$ cat src/rtl/prog_delay_pkg.sv
// prog_delay_pkg: shared delay-width helper and delay clamping for prog_delay_line.
package prog_delay_pkg;
  function automatic int unsigned dly_w(input int unsigned n);
    return $clog2(n + 1);
  endfunction
  function automatic int unsigned clamp_dly(input int unsigned val, input int unsigned n);
    return (val == 0) ? 1 : (val > n) ? n : val;
  endfunction
endpackage

$ cat src/rtl/prog_delay_line_chan.sv
// delay_chan: one W-bit, N-stage shift register with a selectable output tap.
module delay_chan
  import prog_delay_pkg::*;
#(
  parameter int W = 8,
  parameter int N = 16
) (
  input  logic                 clk,
  input  logic                 reset_n,
  input  logic                 en,
  input  logic [W-1:0]         d,
  input  logic [$clog2(N)-1:0] tap,
  output logic [W-1:0]         q
);
  logic [N-1:0][W-1:0] stage_q;
  always_ff @(posedge clk or negedge reset_n) begin
    if (!reset_n) stage_q <= '0;
    else if (en) stage_q <= {stage_q[N-2:0], d};
  end
  assign q = stage_q[tap];
endmodule

$ cat src/rtl/prog_delay_line.sv
// prog_delay_line: C-channel programmable delay line with valid tracking and refill-after-reload.
module prog_delay_line
  import prog_delay_pkg::*;
#(
  parameter int W       = 8,
  parameter int C       = 3,
  parameter int N       = 16,
  parameter int DLY_RST = 3
) (
  input  logic                  clk,
  input  logic                  reset_n,
  input  logic                  en,
  input  logic [C*W-1:0]        din,
  input  logic                  din_valid,
  input  logic [dly_w(N)-1:0]   dly,
  input  logic                  dly_ld,
  output logic [C*W-1:0]        dout,
  output logic                  dout_valid,
  output logic                  busy,
  output logic [dly_w(N)-1:0]   dly_cur
);
  localparam int DW = dly_w(N);
  localparam int TW = $clog2(N);
  logic [DW-1:0] dly_cur_q, dly_cur_d, cnt_q, cnt_d, dly_new;
  logic [N-1:0]  vld_q, vld_d;
  logic [TW-1:0] tap;
  // A load wins over the shift for valids and counter; data still shifts when enabled.
  always_comb begin
    dly_new   = DW'(clamp_dly(32'(dly), N));
    dly_cur_d = dly_ld ? dly_new : dly_cur_q;
    cnt_d     = dly_ld ? dly_new : (en && cnt_q != '0) ? cnt_q - DW'(1) : cnt_q;
    vld_d     = dly_ld ? '0 : en ? {vld_q[N-2:0], din_valid} : vld_q;
  end
  always_ff @(posedge clk or negedge reset_n) begin
    if (!reset_n) begin
      dly_cur_q <= DW'(DLY_RST);
      cnt_q     <= '0;
      vld_q     <= '0;
    end else begin
      dly_cur_q <= dly_cur_d;
      cnt_q     <= cnt_d;
      vld_q     <= vld_d;
    end
  end
  assign tap        = TW'(dly_cur_q - DW'(1));
  assign busy       = cnt_q != '0;
  assign dout_valid = vld_q[tap] & ~busy;
  assign dly_cur    = dly_cur_q;
  for (genvar k = 0; k < C; k++) begin : g_chan
    delay_chan #(.W(W), .N(N)) u_chan (
      .clk    (clk),
      .reset_n(reset_n),
      .en     (en),
      .d      (din[k*W +: W]),
      .tap    (tap),
      .q      (dout[k*W +: W])
    );
  end
endmodule

$ cat config.mk
export PLATFORM = sky130hd
export DESIGN_NAME = prog_delay_line
export DESIGN_NICKNAME = d
export VERILOG_FILES = /design/src/rtl/prog_delay_pkg.sv /design/src/rtl/prog_delay_line_chan.sv /design/src/rtl/prog_delay_line.sv
export SDC_FILE = /design/constraint.sdc
export NUM_CORES = 1
export LEC_CHECK = 0
export CORE_ASPECT_RATIO = 0.7
export CORE_MARGIN = 2
export CORE_UTILIZATION = 40
export DETAILED_ROUTE_END_ITERATION = 12
export MAX_ROUTING_LAYER = met4
export SLEW_MARGIN = 20
export SYNTH_ARGS = -nofsm -noshare
export SYNTH_HDL_FRONTEND = slang
export SYNTH_SLANG_ARGS = --single-unit
$ cat constraint.sdc
create_clock -name clk -period 3.2 [get_ports clk]
set_input_delay 0.32 -clock clk [delete_from_list [all_inputs] [get_ports clk]]
set_output_delay 0.32 -clock clk [all_outputs]
set_load 0.05 [all_outputs]
==> flow_summary.yaml <==
critical_path:
  rr_endpoint: "cnt_q[1]$_DFFE_PN0P_"
  timing.critical_path.to_type: "primary output"
  cp_data_required_time_ns: 2.88
  regToRegStartpoint: "cnt_q[0]$_DFFE_PN0P_"
  cp.buffers_inverters: 3
  critical_path.startpoint_type: "flip-flop"
  timing.critical_path.slowest_stage_cell: "sky130_fd_sc_hd__dfstp_4"
  critPathMaxFanout: 7
  worst_ep_arrival_time_ns: 2.83
  critical_path_start_end_classification: "flip-flop to primary output"
  timing.critical_path.cells: "buf_6, buf_16, mux4_2, mux4_2, and2_1, buf_6"
  timing.reg2reg.setup_slack_ns: 1.29
  register_to_register_path_depth: 7
  timing.critical_path.max_delay_family: "multiplexers"
  max_stage_delay_ns: 0.65
logic_synthesis:
  syn_area_um2: 18700
  synth_edf_count: 0
  post_synth.cell_area_avg_um2: 14.0
  postSynthCellCount: 1335
  dominant_combinational_cell_family_by_area_after_synthesis: "multiplexers"
  ys_seq_elements: 410
  async_flop_share: 1.00
  synthDistinctLibCells: 37
  synth_fp_nets: 1371
  post_synth_xor_area_fraction: 0.00228
  ys_dominant_reg_cell: "sky130_fd_sc_hd__dfrtp_1"
  synth.area.mux_share: 0.332
  synth-compound-area-share: 0.0310
  yosys_warns: 0
  synth-simple-area-share: 0.0568
  adder_cell_fraction_of_synth_area: 0.00134
  synth_sequential_area_ratio: 0.550
worst_hold_path:
  hold_path_depth: 2
  hold_end: "g_chan[0].u_chan.stage_q[0]$_DFFE_PN0P_"
  timing.hold.worst.start: "din[0]"
  worstHoldPathType: "primary input to flip-flop"
pwr:
  power.internal_w: 0.0131
  power_switching_w: 0.00614
  peakVddDrop_uv: 363
  combinational_power_share: 0.324
  power.share.clock: 0.238
  power_leakage_nw: 9.72
  netSwitchingFraction: 0.319
  power_density_nw_per_um2: 852
  share_seq_of_total_power: 0.438
finish:
  post_route_cells_drive_above_1_share: 0.469
  layoutNonFillerInstCount: 2076
  nets: 1471
  antenna-diode-count: 0
  finished_core_util: 0.488
  area_delta_synth_final_pct: 20.9
  fill_cells: 3977
placed_design:
  place.port_buffers: 64
  count_of_placed_standard_cells_including_taps: 1945
  finalWeightedCongestion: 0.754
  detailedPlace.worstSlack_ns: 0.124
  place_hpwl_um: 22000
detailed_routing:
  drt-initial-drc-count: 849
  avgViaCountPerCell: 5.40
  final_antenna_violating_net_count: 0
  wl_per_cell_um: 20.5
  detail_route.wirelength_um: 42500
  vias: 11200
  drt_drc_violations_left: 0
  drt_first_pass_iters: 4
clocking:
  tritoncts: "done"
  clkTransAtPathRegs_ns: 0.06
  cts-buffers-inserted: 40
  clkSinkCount: 410
  cts-root-to-sink-buffers: 3
  ctsHtreeMaxLevel: 2
  clock_tree.root_cell: "sky130_fd_sc_hd__clkbuf_16"
  clk-insertion-delay-late_ns: 0.55
grt:
  overflow: 0
  vias_in_the_first_global_route: 11500
  grt_use_total: 0.182
  grt_first_pass_wirelength_um: 67100
  grt_antenna_before_repair: 0
  grt_start_max_net_pins: 133
sta:
  timing_hold_violations_final: 0
  final-setup-viol-count: 0
  fin_worst_skew_ns: 0.0251
  fmaxAchievable_mhz: 317
  setup_ws_ns: 0.0481
  post-route-min-period_ns: 3.15
  slew_headroom: 0.496
  grt_setup_unrepaired: "yes"
  final_max_slew_viol_count: 0
  worstMarginPinSlew_ns: 0.756
  period_share: 0.985
die:
  floorplan.die.height_um: 185
  ios: 65
  initial_utilization: 0.404
  number_of_core_rows: 66
  floorplan.core_area_um2: 46200
  die_x_um: 262
  fp.dieArea_um2: 48400
run:
  drv.max_cap_violation_count: 0
status:
  outcome: "finished, final reports clean"
==> synth_stat cells (3+ instances only) <==
cell type                  count  area, um^2
sky130_fd_sc_hd__a221oi_1     13         114
sky130_fd_sc_hd__a221oi_2     11         165
sky130_fd_sc_hd__a32o_1       24         240
sky130_fd_sc_hd__buf_2        56         280
sky130_fd_sc_hd__buf_4         3        22.5
sky130_fd_sc_hd__buf_6         3        33.8
sky130_fd_sc_hd__clkbuf_1     30         113
sky130_fd_sc_hd__dfrtp_1     408       10200
sky130_fd_sc_hd__inv_1         7        26.3
sky130_fd_sc_hd__mux2_2      385        4340
sky130_fd_sc_hd__mux2i_1      66         661
sky130_fd_sc_hd__mux4_2       53        1190
sky130_fd_sc_hd__nand2_1     171         642
sky130_fd_sc_hd__nand2b_1      3        18.8
sky130_fd_sc_hd__nand3_1      48         240
sky130_fd_sc_hd__nor2_1       18        67.6
sky130_fd_sc_hd__o21ai_0       7        35.0
==> through the flow <==
stage | setup TNS [ns] | power [W] | instance area (um^2) | hold slack, ns
6_report | 0 | 0.0192 | 22600 | 0.384
5_1_grt | -0.254 | 0.0204 | 22600 | 0.374
4_1_cts | -0.110 | 0.0191 | 22200 | 0.355
3_5_place_dp | 0 | 0.0139 | 20100 | 0.410
3_3_place_gp | 0 | 0.0137 | 20100 | 0.402
2_1_floorplan | 0 | 0.0122 | 18700 | 0.0244
==> cells by family (layout without fill, tap and decap cells) <==
group,Yosys count,count (layout)
buffers and inverters,104,232
DFF,410,410
AOI/OAI and AO/OA,59,59
xor gates and xnor gates,4,4
adders and majority gates,2,2
muxes,504,504
and+or+nand+nor,252,253
==> per-layer routing <==
layer,GRT usage,part of all wire,vias up
met4,0.0505,0.026,0
li1,-,-,5086
met2,0.266,0.44,227
met5,-,0,-
met1,0.260,0.49,5841
met3,0.0319,0.048,61
==> sequential cells by signal, indices dropped and copies added, names as in the netlist <==
signal	flops
cnt_q	5
dly_cur	5
g_chan.u_chan.stage_q	384
vld_q	16
==> cell usage in the layout, fill, tap and decap left out, drive strengths merged, types with 24 or more instances in the layout <==
cell / instances
mux2i: 66
mux2: 385
mux4: 53
clkbuf: 66
nand3: 48
buf: 108
dfrtp: 408
nand2: 171
clkdlybuf4s50: 37
a221oi: 24
a32o: 24
==> timing repair <==
item	4_1_cts	5_1_grt
endpoints found under the setup margin	25	25
hold buffers	1	0
gates cloned	15	4
pin swaps	13	21
buffers inserted	33	10
resized for setup	56	60
hold endpoints to repair	77	0
==> worst max path at each step <==
stage,depth (start not counted),to,from
floorplan,10,dout[0],dly_cur[0]$_DFFE_PN1P_
CTS,10,dout[9],dly_cur[0]$_DFFE_PN1P_
global placement,6,dout[8],dly_cur[0]$_DFFE_PN1P_
finish,6,dout_valid,dly_cur[0]$_DFFE_PN1P_
global route,8,dout[23],dly_cur[0]$_DFFE_PN1P_
detailed placement,6,dout[8],dly_cur[0]$_DFFE_PN1P_
==> power groups by stage <==
stage	combinational (W)	clock (W)	sequential [W]
final	0.00624	0.00458	0.00842
after global routing	0.00670	0.00496	0.00872
after CTS	0.00601	0.00471	0.00838
after detailed placement	0.00544	0	0.00845
after global placement	0.00533	0	0.00839
after floorplan	0.00422	0	0.00800
==> area by class of cell <==
| type | instances | area (um^2) | share of cell area |
|---|---|---|---|
| Clock buffer | 62 | 1190 | 0.0529 |
| Clock inverter | 9 | 56.3 | 0.00249 |
| Inverter | 8 | 37.5 | 0.00166 |
| Multi-Input combinational cell | 822 | 8190 | 0.363 |
| Sequential cell | 410 | 10300 | 0.455 |
| Tap cell | 612 | 766 | 0.0339 |
| Timing Repair Buffer | 153 | 2070 | 0.0915 |
Note: power is estimated with default switching activity, not from simulation.
